===== src/rtl/svm_ctrl_pkg.sv =====
// Shared definitions for the SVM/deskew control register block.
// Latency: n/a (types and constants only).
// Backpressure: n/a.
package svm_ctrl_pkg;

   // Word addresses of the register map
   localparam int unsigned ADDR_CMD    = 0;
   localparam int unsigned ADDR_STATUS = 1;
   localparam int unsigned ADDR_BUSY   = 2;
   localparam int unsigned ADDR_PEND   = 3;
   localparam int unsigned ADDR_EN     = 4;
   localparam int unsigned ADDR_ERR    = 5;

   // Per-channel engine sequencing state
   typedef enum logic [1:0] {
      CH_IDLE  = 2'd0,
      CH_START = 2'd1,
      CH_BUSY  = 2'd2
   } ch_state_e;

endpackage


===== src/rtl/svm_ch_ctrl.sv =====
// One engine channel: start/busy FSM plus sticky done-pending and start-error bits.
// Latency: start_o high the cycle after an accepted request; sticky bits update on the next edge.
// Backpressure: none; a request while not idle or not ready is dropped and flagged in err_o.
module svm_ch_ctrl
   import svm_ctrl_pkg::*;
(
   input  logic clk,
   input  logic reset,
   input  logic cmd_req,
   input  logic ready,
   input  logic done_rise,
   input  logic pend_clr,
   input  logic err_clr,
   output logic start_o,
   output logic busy_o,
   output logic pend_o,
   output logic err_o
);

   ch_state_e state;
   ch_state_e state_nxt;
   logic      err_set;

   // State register; synchronous reset aborts any start in flight
   always_ff @(posedge clk) begin
      if (!reset) begin
         state <= CH_IDLE;
      end else begin
         state <= state_nxt;
      end
   end

   // Next state, start pulse and rejected-request detection
   always_comb begin
      state_nxt = state;
      start_o   = 1'b0;
      err_set   = 1'b0;
      case (state)
         CH_IDLE: begin
            if (cmd_req) begin
               if (ready) begin
                  state_nxt = CH_START;
               end else begin
                  err_set = 1'b1;
               end
            end
         end
         CH_START: begin
            start_o   = 1'b1;
            err_set   = cmd_req;
            // an engine may finish within its first cycle
            state_nxt = done_rise ? CH_IDLE : CH_BUSY;
         end
         CH_BUSY: begin
            err_set = cmd_req;
            if (done_rise) begin
               state_nxt = CH_IDLE;
            end
         end
         default: begin
            state_nxt = CH_IDLE;
         end
      endcase
   end

   // Sticky flags: a new event wins over a simultaneous write-1-to-clear
   always_ff @(posedge clk) begin
      if (!reset) begin
         pend_o <= 1'b0;
         err_o  <= 1'b0;
      end else begin
         pend_o <= done_rise | (pend_o & ~pend_clr);
         err_o  <= err_set | (err_o & ~err_clr);
      end
   end

   assign busy_o = (state != CH_IDLE);

endmodule


===== src/rtl/svm_ctrl_regs.sv =====
// Control/status registers for NUM_CH SVM/deskew engines with combined interrupt.
// Latency: reads 1 cycle; done input to pend 2 cycles, to irq_o 3 cycles.
// Backpressure: none; every strobe is accepted the cycle it is presented.
module svm_ctrl_regs
   import svm_ctrl_pkg::*;
#(
   parameter int NUM_CH = 4,
   parameter int DATA_W = 32,
   parameter int ADDR_W = 3
) (
   input  logic              clk,
   input  logic              reset,
   input  logic              wr_en_i,
   input  logic [ADDR_W-1:0] wr_addr_i,
   input  logic [DATA_W-1:0] wr_data_i,
   input  logic              rd_en_i,
   input  logic [ADDR_W-1:0] rd_addr_i,
   output logic [DATA_W-1:0] rd_data_o,
   output logic              rd_valid_o,
   output logic [NUM_CH-1:0] start_o,
   input  logic [NUM_CH-1:0] ready_i,
   input  logic [NUM_CH-1:0] done_intr_i,
   output logic              irq_o
);

   localparam logic [ADDR_W-1:0] A_CMD    = ADDR_W'(ADDR_CMD);
   localparam logic [ADDR_W-1:0] A_STATUS = ADDR_W'(ADDR_STATUS);
   localparam logic [ADDR_W-1:0] A_BUSY   = ADDR_W'(ADDR_BUSY);
   localparam logic [ADDR_W-1:0] A_PEND   = ADDR_W'(ADDR_PEND);
   localparam logic [ADDR_W-1:0] A_EN     = ADDR_W'(ADDR_EN);
   localparam logic [ADDR_W-1:0] A_ERR    = ADDR_W'(ADDR_ERR);

   logic [NUM_CH-1:0] ready_q;
   logic [NUM_CH-1:0] done_q;
   logic [NUM_CH-1:0] done_q_d;
   logic [NUM_CH-1:0] done_rise;
   logic [NUM_CH-1:0] en;
   logic [NUM_CH-1:0] pend;
   logic [NUM_CH-1:0] err;
   logic [NUM_CH-1:0] busy;
   logic [NUM_CH-1:0] wr_bits;
   logic [NUM_CH-1:0] cmd_req;
   logic [NUM_CH-1:0] pend_clr;
   logic [NUM_CH-1:0] err_clr;
   logic [DATA_W-1:0] rd_word;

   // Register map only implements the low NUM_CH bits of each word
   if (NUM_CH < DATA_W) begin : g_wr_hi
      logic unused_wr_hi;
      assign unused_wr_hi = ^wr_data_i[DATA_W-1:NUM_CH];
   end

   assign wr_bits   = wr_data_i[NUM_CH-1:0];
   assign cmd_req   = (wr_en_i && wr_addr_i == A_CMD)  ? wr_bits : '0;
   assign pend_clr  = (wr_en_i && wr_addr_i == A_PEND) ? wr_bits : '0;
   assign err_clr   = (wr_en_i && wr_addr_i == A_ERR)  ? wr_bits : '0;
   assign done_rise = done_q & ~done_q_d;

   // Engine-side inputs registered once; done delayed again for edge detection
   always_ff @(posedge clk) begin
      if (!reset) begin
         ready_q  <= '0;
         done_q   <= '0;
         done_q_d <= '0;
      end else begin
         ready_q  <= ready_i;
         done_q   <= done_intr_i;
         done_q_d <= done_q;
      end
   end

   // Interrupt enable mask
   always_ff @(posedge clk) begin
      if (!reset) begin
         en <= '0;
      end else if (wr_en_i && wr_addr_i == A_EN) begin
         en <= wr_bits;
      end
   end

   for (genvar i = 0; i < NUM_CH; i++) begin : g_ch
      svm_ch_ctrl u_ch (
         .clk       (clk),
         .reset     (reset),
         .cmd_req   (cmd_req[i]),
         .ready     (ready_q[i]),
         .done_rise (done_rise[i]),
         .pend_clr  (pend_clr[i]),
         .err_clr   (err_clr[i]),
         .start_o   (start_o[i]),
         .busy_o    (busy[i]),
         .pend_o    (pend[i]),
         .err_o     (err[i])
      );
   end

   // Read mux over current state, so a same-cycle write is seen on the next read
   always_comb begin
      rd_word = '0;
      case (rd_addr_i)
         A_STATUS: rd_word[NUM_CH-1:0] = ready_q;
         A_BUSY:   rd_word[NUM_CH-1:0] = busy;
         A_PEND:   rd_word[NUM_CH-1:0] = pend;
         A_EN:     rd_word[NUM_CH-1:0] = en;
         A_ERR:    rd_word[NUM_CH-1:0] = err;
         default:  rd_word = '0;
      endcase
   end

   // Registered read data holds between reads
   always_ff @(posedge clk) begin
      if (!reset) begin
         rd_data_o  <= '0;
         rd_valid_o <= 1'b0;
      end else begin
         rd_valid_o <= rd_en_i;
         if (rd_en_i) begin
            rd_data_o <= rd_word;
         end
      end
   end

   // Combined interrupt toward the bus interrupt line
   always_ff @(posedge clk) begin
      if (!reset) begin
         irq_o <= 1'b0;
      end else begin
         irq_o <= |(pend & en);
      end
   end

endmodule


===== config.mk =====
export PLATFORM = sky130hd
export DESIGN_NAME = svm_ctrl_regs
export DESIGN_NICKNAME = d
export VERILOG_FILES = /design/src/rtl/svm_ctrl_pkg.sv /design/src/rtl/svm_ch_ctrl.sv /design/src/rtl/svm_ctrl_regs.sv
export SDC_FILE = /design/constraint.sdc
export NUM_CORES = 1
export LEC_CHECK = 0
export CAP_MARGIN = 20
export CORE_MARGIN = 3
export CORE_UTILIZATION = 45
export CTS_CLUSTER_DIAMETER = 120
export DETAILED_ROUTE_END_ITERATION = 16
export PLACE_DENSITY_LB_ADDON = 0.3
export SLEW_MARGIN = 30
export SYNTH_ARGS = -nofsm -noshare
export SYNTH_HDL_FRONTEND = slang
export SYNTH_SLANG_ARGS = --single-unit
export TNS_END_PERCENT = 1

===== constraint.sdc =====
create_clock -name clk -period 4.3 [get_ports clk]
set_input_delay 0.86 -clock clk [delete_from_list [all_inputs] [get_ports clk]]
set_output_delay 0.86 -clock clk [all_outputs]
set_load 0.05 [all_outputs]

# Word level (Yosys, flattened, before mapping)
# Index checks and enable logic that the tools add are counted.
[classes]
n_eq_ne = 28
n_reduce_logical = 22
muxes = 40
bitwise_logic = 27
[op_table]
columns = ["operator", "n"]
rows = [
  ["two-way mux 2 bit", 16],
  ["inequality test 2 bit, second input constant", 12],
  ["one-hot mux 2 bit (3 select lines)", 4],
  ["one-hot mux 4 bit (5 select lines)", 1],
  ["== test 3 bit, second input constant", 4],
  ["two-way mux 1 bit", 12],
  ["two-way mux 4 bit", 3],
  ["AND reduction 3 bit", 4],
  ["== test 3 x 2 -> 1 bit, second input constant", 3],
  ["bitwise AND 1 bit", 8],
  ["bitwise AND 4 bit", 2],
  ["== test 2 x 1 -> 1 bit, second input constant", 4],
  ["== test 2 bit, second input constant", 4],
  ["logical NOT 2 bit", 4],
  ["NOT 1 bit", 8],
  ["bitwise OR 1 bit", 8],
  ["one-hot mux 1 bit (2 select lines)", 4],
  ["nonzero test 2 bit", 4],
  ["OR reduction 2 bit", 4],
  ["logical AND 1 bit", 4],
  ["NOT 4 bit", 1],
  ["OR reduction 4 bit", 1],
  ["== test 3 x 1 -> 1 bit, second input constant", 1],
  ["logical NOT 3 bit", 1],
]
[word_totals]
output_inout_bits = 38
inputBits = 50
register_bits = 38

# Logic depth before layout (Yosys ltp)
[depth]
word_depth = 6
mapped_depth = 5
mapped_depth_nobuf = 5

# Hierarchy
# Synthesis repeated with hierarchy kept, for this count alone.
[unflattened]
hier_cells = 258
area_unflattened_um2 = 2344.7
[by_module_without_submodules]
columns = ["module", "area_each_um2", "n_inst", "seq_area_each_um2", "cells_per_inst"]
rows = [
  ["svm_ctrl_regs", 1288.7, 1, 440.4, 138],
  ["svm_ch_ctrl", 264.0, 4, 80.1, 30],
]

# Least setup slack after synthesis
# Ideal clock, no wire load.
[synth_path]
kind = "input -> register"
startpoint = "input port wr_addr_i[1]"
endpoint = "register g_ch[0].u_ch.state[0]"
path_buffers = 1
arrival_ns = 2.100
setup_time_ns = 0.080
slack_ns = 2.120
cell_stages = 4
path_cell_list = "or4b_1 > clkbuf_2 > a2111o_1 > a211oi_2"
[synth_via]
elab_chain_cells = 5
[synth_rtl]
columns = ["item", "line", "source"]
rows = [
  ["start, declared", "svm_ctrl_regs.sv:14", "input logic [ADDR_W-1:0] wr_addr_i,"],
  ["logical NOT 3 bit", "svm_ctrl_regs.sv:54", "assign cmd_req = (wr_en_i && wr_addr_i == A_CMD) ? wr_bits : '0;"],
  ["logical AND 1 bit", "svm_ctrl_regs.sv:54", ""],
  ["two-way mux 4 bit", "svm_ctrl_regs.sv:54", ""],
  ["inequality test 2 bit (no source line)", "n/a", ""],
  ["AND reduction 3 bit (no source line)", "n/a", ""],
  ["end signal, assigned", "svm_ch_ctrl.sv:29", "state <= state_nxt;"],
  ["end, declared", "svm_ch_ctrl.sv:20", "ch_state_e state;"],
]
# Every way passes these cells.
# A chain may end at the register's enable or synchronous reset.

# Worst setup path after layout
[layout_path]
startpoint = "register g_ch[0].u_ch.state[1]"
endpoint = "output port start_o[0]"
[layout_via]
elab_chain_cells = 2
[layout_rtl]
columns = ["item", "line", "source"]
rows = [
  ["== test 2 x 1 -> 1 bit", "svm_ch_ctrl.sv:38", "case (state)"],
  ["two-way mux 1 bit", "svm_ch_ctrl.sv:38", ""],
  ["end, declared", "svm_ctrl_regs.sv:20", "output logic [NUM_CH-1:0] start_o,"],
]
# Every way passes these cells.

==> out/summary.txt <==
Post-Syn Instances = 244
H-tree lvl count = 2
Post-synthesis xor/xnor area fraction = 0
Clk buf depth = 2
Critical path endpoint category = output port
Largest family of logic cells by synthesized area = compound AO/OA/AOI/OAI gates
Register area = 761 µm²
YS warnings = 0
Most frequent cells in the layout = 38 x dfxtp_1, 31 x clkdlybuf4s50_1, 28 x conb_1
Ports = 88
Drt pass-1 iters = 4
Row cnt = 24
WL final = 4320 µm
Die span in y = 76.1 µm
Initial DRC Count = 75
Postcts setup bufs = 0
Met1 usage = 0.187
Routed wire length per instance = 12.9 µm
Status = finished, final reports clean
Worst clock skew = 0.00260 ns
Final period util = 0.599
Core area = 4530 µm²
Routability cong. = 0.782
Synth async-reset ratio = 0
Max Freq = 0.389 GHz
Post-CTS Hold Buffers = 0
HPWL after DPL = 3150 µm
Routed vias = 1659
Fin. Hold Viols = 0
Main synth FF type = dfxtp_1
Grt total ovfl = 0
Full die area = 5790 µm²
Post-synthesis simple-gate area fraction = 0.149
Share of layout cells above drive strength 1 = 0.0409
Met2 usage = 0.265
Mux contribution to synthesized area = 0.0543
Syn Std Cell Area = 2210 µm²
Leading cell type in the layout, fill and taps excluded = dfxtp_1
Synth-to-Final Area Change = 13.6%
ANT nets after route = 0
Initial antenna violation count = 0
Clk root buf = clkbuf_8
Worst EP arrival = 1.71 ns
PwrDens = 294 nW/µm²
Syn_area_per_cell = 9.07 µm²
Worst setup path class = register to output port
Synth Register Bits = 38
Fillcell total = 439
Leak = 1.02 nW
Clock sink total = 38
Unrepaired setup endpoints after global routing = false
GRT Total Usage = 0.155
Vias in the first global route = 1522
Design area = 2510 µm²
Final setup fails = 0
EDFF count, synth = 0
Final Net Count = 335
Startpoint Class = register
Placed Instance Area = 2430 µm²
Worst-path maximum fanout = 4
Tmin final = 2.57 ns
Setup_tns = 0 ns
CTS tree = built
Cell variety after synth = 37
Clk Latency, worst-skew pair = 0.29 ns
Register area share after synthesis = 0.344
Pins over their slew limit = 0
CTS resizes = 0
Worst Hold Class = register to register
Synth Area in Compound Gates = 0.205
Max-Cap Viols = 0
Port Buf Inserts = 31
CTS buffer count = 5
Largest net degree at the start of global routing = 29
Ant diodes = 0
Maximum VDD drop = 0.184 mV
Tot Pwr = 0.739 mW
Slew headroom = 0.577
First-pass GRT wire length = 7240 µm
GRT Max-Usage Layer = met2
Reg clk slew, reported paths = 0.07 ns
Worst-Margin Slew = 0.632 ns
WHS = 0.452 ns
Die width = 76.1 µm
Met3 Track Usage GR = 0.0414
Vias/cell = 4.97
Initial core utilization = 0.488
Adder-Cell Fraction of Synth Area = 0.0905
Area of the multi-input gates = 1220 µm²
Util after Layout = 0.554
# DRC = 0
Critical path required time = 3.44 ns
## cell usage after synthesis, types with 2 or more instances
cell type / n / share of area
dfxtp_1: 38 / 0.34
buf_4: 32 / 0.11
a21oi_1: 17 / 0.038
ha_1: 16 / 0.090
inv_1: 15 / 0.025
and2_1: 13 / 0.037
mux2i_1: 12 / 0.054
nand2_1: 11 / 0.019
nand2b_1: 11 / 0.031
a21o_1: 7 / 0.024
clkbuf_1: 7 / 0.012
nor2b_1: 6 / 0.017
a211oi_1: 5 / 0.017
a21boi_0: 5 / 0.017
o21ai_0: 5 / 0.011
a211o_1: 4 / 0.016
a221oi_1: 4 / 0.016
a31oi_1: 4 / 0.011
nand3_1: 4 / 0.0091
nor2_1: 4 / 0.0068
o41ai_1: 4 / 0.016
o211a_1: 3 / 0.014
a2111oi_0: 2 / 0.0079
a22oi_1: 2 / 0.0068
## where the power goes
group,total (mW),switching (mW),internal (mW)
logic,0.138,0.0973,0.0402
registers,0.370,0.00622,0.364
clock network,0.232,0.120,0.112
## cell type report
type / instances / share of cell area
clock buffers: 7 / 0.0304
inverters: 16 / 0.0239
multi-input cells: 176 / 0.484
flip-flops and latches: 38 / 0.303
well taps: 65 / 0.0324
repair buffers: 32 / 0.126
## worst paths after layout
path | cells past startpoint | endpoint | slack [ns] | from
setup reg to reg | 5 | g_ch[3].u_ch.state[1] | 2.84 | g_ch[3].u_ch.state[1]
setup / recovery | 3 | start_o[0] | 1.73 | g_ch[0].u_ch.state[1]
hold reg to reg | 1 | done_q_d[0] | 0.45 | done_q[0]
hold / removal | 1 | done_q_d[0] | 0.45 | done_q[0]
## flip-flops by register name, summed over array words and instances, names as in the netlist
name              cells
g_ch.u_ch.pend_o      4
g_ch.u_ch.err_o       4
g_ch.u_ch.state       8
en                    4
done_q_d              4
rd_data_o             4
done_q                4
rd_valid_o            1
irq_o                 1
ready_q               4
## logic make-up after synthesis
family / Yosys count
other cells: 1
buf+inv: 57
mux: 12
flops: 38
simple gates: 56
compound gates: 64
fa+ha+maj: 16
## per-stage QoR
step,cells,setup slack [ns]
after floorplan,271,2.12
after global placement,327,1.48
after detailed placement,327,1.41
after CTS,334,1.68
after global routing,334,1.64
final,334,1.73
## per-layer routing
metal	vias to the layer above	part of all wire	routed length [µm]
li1	838	-	-
met1	768	0.45	1950
met2	46	0.47	2040
met3	7	0.060	257
met4	0	0.015	66
met5	-	0	0
## worst max-delay path, stage by stage (launching register included)
cell	delay [ns]
dfxtp_1	0.36
inv_1	0.10
ha_1	0.16
clkdlybuf4s50_1	0.80
Power figures use the tool's default switching activity.
